[config.mk]
export PLATFORM = sky130hd
export DESIGN_NAME = shift_arbiter
export DESIGN_NICKNAME = d
export VERILOG_FILES = /design/src/rtl/shift_arbiter.sv
export SDC_FILE = /design/constraint.sdc
export NUM_CORES = 1
export LEC_CHECK = 0
export ABC_AREA = 1
export CAP_MARGIN = 15
export CORE_MARGIN = 2
export CORE_UTILIZATION = 30
export CTS_BUF_LIST = sky130_fd_sc_hd__clkbuf_16
export CTS_CLUSTER_DIAMETER = 50
export DETAILED_ROUTE_END_ITERATION = 16
export HOLD_SLACK_MARGIN = 0.12
export SLEW_MARGIN = 10
export SYNTH_ARGS = -nofsm -noshare
export SYNTH_HDL_FRONTEND = slang
export SYNTH_SLANG_ARGS = --single-unit
[constraint.sdc]
create_clock -name soc_clk -period 2.1 [get_ports soc_clk]
set_input_delay 0.21 -clock soc_clk [delete_from_list [all_inputs] [get_ports soc_clk]]
set_output_delay 0.21 -clock soc_clk [all_outputs]
set_load 0.01 [all_outputs]
[src/rtl/shift_arbiter.sv]
// shift_arbiter: arbitrates two requesters onto one external registered shifter and returns the result.
// Latency: rsp_valid rises in the cycle after acceptance edge + 2, for legal and illegal ops alike.
// Backpressure: one op in flight; both request readies low while busy; response held until rsp_ready.
// Optional feature: define SHIFT_ARB_RR_EN for round-robin arbitration (default is fixed priority, req0 wins).
module shift_arbiter (
  input  logic        soc_clk,
  input  logic        reset,
  input  logic        req0_valid,
  output logic        req0_ready,
  input  logic [4:0]  req0_op,
  input  logic [31:0] req0_dat1,
  input  logic [31:0] req0_dat2,
  input  logic        req1_valid,
  output logic        req1_ready,
  input  logic [4:0]  req1_op,
  input  logic [31:0] req1_dat1,
  input  logic [31:0] req1_dat2,
  output logic        sh_dat_ready,
  output logic [31:0] sh_dat1,
  output logic [31:0] sh_dat2,
  output logic [4:0]  sh_instr,
  input  logic [31:0] sh_out,
  output logic        rsp_valid,
  input  logic        rsp_ready,
  output logic        rsp_id,
  output logic        rsp_err,
  output logic [31:0] rsp_data,
  output logic        busy
);

  typedef enum logic [1:0] {IDLE, ISSUE, CAPTURE, RESP} state_t;

  state_t      state_q, state_d;
  logic [4:0]  op_q, op_d;
  logic [31:0] dat1_q, dat1_d;
  logic [31:0] dat2_q, dat2_d;
  logic        id_q, id_d;
  logic        err_q, err_d;
  logic [31:0] rsp_data_q, rsp_data_d;
  logic        last_grant_q, last_grant_d;

  logic        grant;
  logic        accept;
  logic [4:0]  sel_op;
  logic        sel_legal;

  // Pick which requester would be accepted this cycle (index 0 or 1).
  always_comb begin
    grant = 1'b0;
`ifdef SHIFT_ARB_RR_EN
    if (req0_valid && req1_valid) grant = ~last_grant_q;
    else                          grant = req1_valid;
`else
    grant = ~req0_valid & req1_valid;
`endif
  end

  // Ready only in IDLE for the granted, valid requester; gated by reset so outputs drop asynchronously.
  always_comb begin
    req0_ready = reset && (state_q == IDLE) && !grant && req0_valid;
    req1_ready = reset && (state_q == IDLE) &&  grant && req1_valid;
    accept     = req0_ready || req1_ready;
    sel_op     = grant ? req1_op : req0_op;
    sel_legal  = (sel_op == 5'd8) || (sel_op == 5'd12) || (sel_op == 5'd13);
  end

  // Next-state and latch updates for the IDLE -> ISSUE -> CAPTURE -> RESP sequence.
  always_comb begin
    state_d      = state_q;
    op_d         = op_q;
    dat1_d       = dat1_q;
    dat2_d       = dat2_q;
    id_d         = id_q;
    err_d        = err_q;
    rsp_data_d   = rsp_data_q;
    last_grant_d = last_grant_q;
    case (state_q)
      IDLE: begin
        if (accept) begin
          state_d      = ISSUE;
          op_d         = sel_op;
          dat1_d       = grant ? req1_dat1 : req0_dat1;
          dat2_d       = grant ? req1_dat2 : req0_dat2;
          id_d         = grant;
          err_d        = !sel_legal;
          last_grant_d = grant;
        end
      end
      ISSUE:   state_d = CAPTURE;
      CAPTURE: begin
        // Shifter result is registered, so it is valid one cycle after the strobe.
        state_d    = RESP;
        rsp_data_d = err_q ? 32'h0 : sh_out;
      end
      RESP: begin
        if (rsp_ready) state_d = IDLE;
      end
      default: state_d = IDLE;
    endcase
  end

  // State and latch registers; reset discards any operation in flight.
  always_ff @(posedge soc_clk or negedge reset) begin
    if (!reset) begin
      state_q      <= IDLE;
      op_q         <= 5'h0;
      dat1_q       <= 32'h0;
      dat2_q       <= 32'h0;
      id_q         <= 1'b0;
      err_q        <= 1'b0;
      rsp_data_q   <= 32'h0;
      last_grant_q <= 1'b1;
    end else begin
      state_q      <= state_d;
      op_q         <= op_d;
      dat1_q       <= dat1_d;
      dat2_q       <= dat2_d;
      id_q         <= id_d;
      err_q        <= err_d;
      rsp_data_q   <= rsp_data_d;
      last_grant_q <= last_grant_d;
    end
  end

  // Shifter and response outputs are zero outside their own state.
  always_comb begin
    sh_dat_ready = (state_q == ISSUE) && !err_q;
    sh_dat1      = (state_q == ISSUE) ? dat1_q : 32'h0;
    sh_dat2      = (state_q == ISSUE) ? dat2_q : 32'h0;
    sh_instr     = (state_q == ISSUE) ? op_q   : 5'h0;
    rsp_valid    = (state_q == RESP);
    rsp_id       = (state_q == RESP) && id_q;
    rsp_err      = (state_q == RESP) && err_q;
    rsp_data     = (state_q == RESP) ? rsp_data_q : 32'h0;
    busy         = (state_q != IDLE);
  end

endmodule
* Yosys cells after proc, flatten, opt, wreduce, memory -nomap -nowiden *
Index checks and enable logic that the tools add are counted.

operators by class
  equality and inequality tests = 8
  muxes and demuxes = 11
  bitwise gates (word level) = 2
  reductions and logical operators = 18

operators with widths
  kind                                                 count
  two-way mux 32 bit                                   6
  equality test 5 x 4 -> 1 bit, second input constant  3
  two-way mux 5 bit                                    2
  logical AND 1 bit                                    8
  one-hot mux 2 bit (4 select lines)                   1
  equality test 2 bit, second input constant           2
  two-way mux 2 bit                                    2
  AND reduction 2 bit                                  2
  logical NOT 1 bit                                    3
  logical OR 1 bit                                     3
  equality test 2 x 1 -> 1 bit, second input constant  1
  logical NOT 2 bit                                    1
  != test 2 x 1 -> 1 bit, second input constant        1
  != test 2 bit, second input constant                 1
  nonzero test 2 bit                                   1
  AND 1 bit                                            1
  inverter 1 bit                                       1

word-level totals
  register bits after elaboration = 105
  bits of input ports = 175
  output and inout bits = 108
  logic and storage cells = 46

* Longest topological paths before layout *
  depth in word-level cells = 8
  mapped depth = 10
  gate-level depth less buffers = 9

* Least setup slack after synthesis *
Ideal clock, no wire load.

  path kind = reg2reg
  start point = register state_q[0]
  end point = register dat2_q[27]
  setup time = 0.127 ns
  arrival time = 1.440 ns
  data required time = 1.973 ns
  slack = 0.533 ns
  stages on the path, launching flop included = 11
  buffers on the path = 2
  period minus slack after synthesis = 1.567 ns
  path through = dfrtp_1 inv_1 ha_1 nand2_1 clkinv_1 o21ai_4 inv_2 buf_6 buf_6 nor2_1 a31oi_1

between the ends
  longest elaborated chain between the ends = 6
  elaborated cells on any way between the ends = 8
  classes of those cells = reduce/logical (8)

ends and longest elaborated chain
  what                                               line        RTL
  start, declared                                    33          state_t state_q, state_d;
  start signal, assigned                             114         state_q <= state_d;
  logical NOT 2 bit *                                60, 61, 77
  logical AND 1 bit                                  60, 61
  logical AND 1 bit (on tied branches) (2 in a row)  60, 61
  logical OR 1 bit                                   62          accept = req0_ready || req1_ready;
  AND reduction 2 bit (no source line) *             n/a
  end signal, assigned                               117         dat2_q <= dat2_d;
  end, declared                                      36          logic [31:0] dat2_q, dat2_d;

Mark *: on every way between the ends. The rest lies on a longest branch, timed or not.
A chain may end at the register's enable or synchronous reset.

* Worst setup path in the final report *
  start point = register state_q[0]
  end point = output sh_dat2[19]

between the ends
  longest elaborated chain between the ends = 2

ends and longest elaborated chain
  what                          line  RTL
  equality test 2 x 1 -> 1 bit  129   sh_dat2 = (state_q == ISSUE) ? dat2_q : 32'h0;
  two-way mux 32 bit            129
  end, declared                 20    output logic [31:0] sh_dat2,

Every way passes these cells.

==> summary.txt <==
GRT
  – GRT Overall Usage: 19.5%
  – Grt ovf: 0
  – Initial antenna violation count: 1
  – Vias in the first global route: 5918
  – Largest net degree at the start of global routing: 71
  – First-pass GRT wire length: 30800 um

Synthesis
  – Synth cell types: 18
  – Top post-synthesis cells by area: dfrtp_1, nand2_1, nand3_1, inv_1, a31oi_1
  – Net Count, Synth: 967
  – Mapped Cells: 787
  – Top-area cell type share of the netlist area: 46.6%
  – #FFs+latches synth: 105
  – Cell area after synthesis: 5630 um^2
  – Synth Area per Inst: 7.16 um^2
  – Syn. warnings: 0
  – Yosys top cell by area: dfrtp_1
  – Post-synthesis sequential area ratio: 46.6%

Clocking
  – Root Driver: clkbuf_16
  – Worst-skew pair later-pin latency: 0.36 ns
  – TritonCTS clock tree: done
  – CTS clock-pin slew for the worst setup and hold paths: 0.07 ns
  – # clock sinks: 105
  – Clk buf depth: 2
  – H-tree depth: 3
  – CTS buffer count: 9

Critical path
  – Startpoint Class: flip-flop
  – CP Class: reg -> out
  – Crit Path Max Fanout: 9
  – CP max-delay cell: dfrtp_2
  – Largest delay share family, worst path: buffers and inverters
  – Worst path arrival time: 1.82 ns
  – CP endpoint kind: output pin
  – Critical Path RT: 1.89 ns
  – Buffers & Inverters on Critical Path: 4
  – Worst path cell trace: ha_4, buf_12, bufbuf_16, nand2_1, inv_1, dlygate4sd2_1
  – Reg2reg setup slack: 0.26 ns
  – R2R cell count: 9
  – Crit path largest cell delay: 0.46 ns
  – CP Depth: 6

Routing
  – Detailed Routing Iterations Pass 1: 4
  – Remaining antenna violation count after routing: 0
  – Wire length per cell: 14.9 um
  – Routed wire length: 19200 um
  – Vias per inst: 4.54
  – Initial drt markers: 239
  – Routed vias: 5863
  – Residual DRC count: 0

Final layout
  – Area grow syn2layout: 61.4%
  – FILL cells: 1934
  – Nets: 1230
  – Share of cells above drive strength 1: 5.12%
  – Multi-input logic area: 2290 um^2
  – Reg area: 2630 um^2
  – Final Core Density: 48.9%

Floorplanning
  – Die Span Y: 141 um
  – Io pins: 283
  – Die X: 141 um
  – Initial Util: 30.3%
  – Core Region: 18600 um^2
  – Cell Rows: 50
  – Die ar.: 19900 um^2

Placement
  – Port bufs: 282
  – Dpl ws: 0.189 ns
  – DP HPWL: 13200 um
  – GP Congestion: 0.782

Timing
  – Worst Max-Slew Pin Slew: 0.708 ns
  – Worst setup margin: 0.0726 ns
  – Hold Slack: 0.243 ns
  – Max Slew Vio Count: 0
  – Final Critical Period: 2.03 ns
  – Setup TNS after final layout: 0 ns
  – Worst Skew: 0.0104 ns
  – # setup viols final: 0
  – Crit share post-route: 96.5%
  – Slew Limit Headroom: 52.8%
  – Fin. Hold Viols: 0
  – Peak Freq: 493 MHz

Power and ir drop
  – Power Density: 1110 nW/um^2
  – Psw: 3950 uW
  – Tot Pwr: 10100 uW
  – Seq pwr share: 34.4%
  – Sw Share: 39.0%
  – Clock share of power: 16.2%
  – Int Pwr: 6170 uW
  – Maximum VDD drop: 0.465 mV
  – Pleak: 0.00514 uW
  – Gate power share: 49.4%

Flow run
  – Max Cap Viol: 0

Worst hold path
  – Hold Path Depth: 3
  – Worst Hold Class: in -> reg

Run status
  – Outcome: completed
## cells in the mapped netlist
cell type	n
clkinv_1	1
inv_1	113
nor2_1	74
buf_6	6
nand2_2	1
inv_2	2
buf_2	16
clkbuf_1	29
buf_1	2
o21ai_0	4
nand3b_1	2
a31oi_1	66
ha_1	5
dfrtp_1	105
buf_4	5
nand2_1	254
o21ai_4	1
nand3_1	101
## worst paths after layout
kind                                     start              to
worst max-delay path                state_q[0]     sh_dat2[19]
min in group asynchronous                reset      dat1_q[25]
worst max register to register      state_q[0]       dat2_q[5]
worst min register to register  rsp_data_q[26]  rsp_data_q[26]
max in group asynchronous                reset      state_q[0]
worst min-delay path                req1_valid      dat1_q[27]
## through the flow
stage / cells / instance area (um^2)
2_1_floorplan: 787 / 5630
3_3_place_gp: 1263 / 8690
3_5_place_dp: 1263 / 8690
4_1_cts: 1286 / 9010
5_1_grt: 1290 / 9090
6_report: 1290 / 9090
## flip-flops by register name (all words and copies together), names as in the netlist
register    cells
err_q           1
dat2_q         32
id_q            1
dat1_q         32
rsp_data_q     32
state_q         2
op_q            5
## routing by layer
layer / share of wire [%] / GRT usage (%) / vias up / wire length (um)
li1: - / - / 2975 / -
met1: 44 / 24.5 / 2652 / 8400
met2: 46 / 31.9 / 201 / 8800
met3: 7.7 / 6.01 / 35 / 1470
met4: 2.6 / 6.95 / 0 / 502
met5: 0 / 0 / - / 0
## final cells by class
type	count	area share, %
Antenna cell	1	0.0275
Clock buffer	9	2.48
Clock inverter	7	0.592
Inverter	116	4.84
Multi-Input combinational cell	508	25.2
Sequential cell	105	28.9
Tap cell	234	3.22
Timing Repair Buffer	310	34.7
## cells in the final DEF, fill, tap and decap left out, types with 3 or more instances in the layout
master,Yosys,layout
o21ai_0,4,4
clkdlybuf4s50_1,0,188
ha_1,5,3
clkinvlp_4,0,3
inv_1,113,112
buf_4,5,14
dlygate4sd2_1,0,80
nor2_1,74,74
clkbuf_16,0,10
dlymetal6s2s_1,0,9
buf_12,0,10
nand3_1,101,101
nand2_1,254,254
dfrtp_1,105,104
a31oi_1,66,66
inv_6,0,3
## cells by family (layout without fill, tap and decap cells)
| kind of cell | after synthesis | in the layout | share of synthesized area, % |
|---|---|---|---|
| other | 0 | 1 | 0 |
| DFF | 105 | 105 | 46.6 |
| adders and majority gates | 5 | 5 | 1.11 |
| AOI/OAI and AO/OA | 71 | 71 | 7.97 |
| and+or+nand+nor | 432 | 432 | 31.2 |
| buffers and inverters | 174 | 442 | 13.1 |
## power groups by stage
stage / Combinational (uW) / Sequential (uW) / Clock (uW)
floorplan: 2650 / 3360 / 0
global placement: 5000 / 3490 / 0
detailed placement: 5030 / 3510 / 0
CTS: 5000 / 3480 / 1700
global route: 5610 / 3620 / 1780
finish: 5000 / 3480 / 1640
## worst min-delay path, cell delays in order
cell,delay (ns)
buf_2,0.17
nand3_1,0.10
a31oi_1,0.08
## timing repair
item / in CTS / in global routing
gates resized for setup: 89 / 15
gates cloned: 3 / 1
hold buffers: 1 / 0
hold endpoints to repair: 105 / 0
setup endpoints to repair: 73 / 32
buffers inserted: 3 / 2
Power figures use the tool's default switching activity.
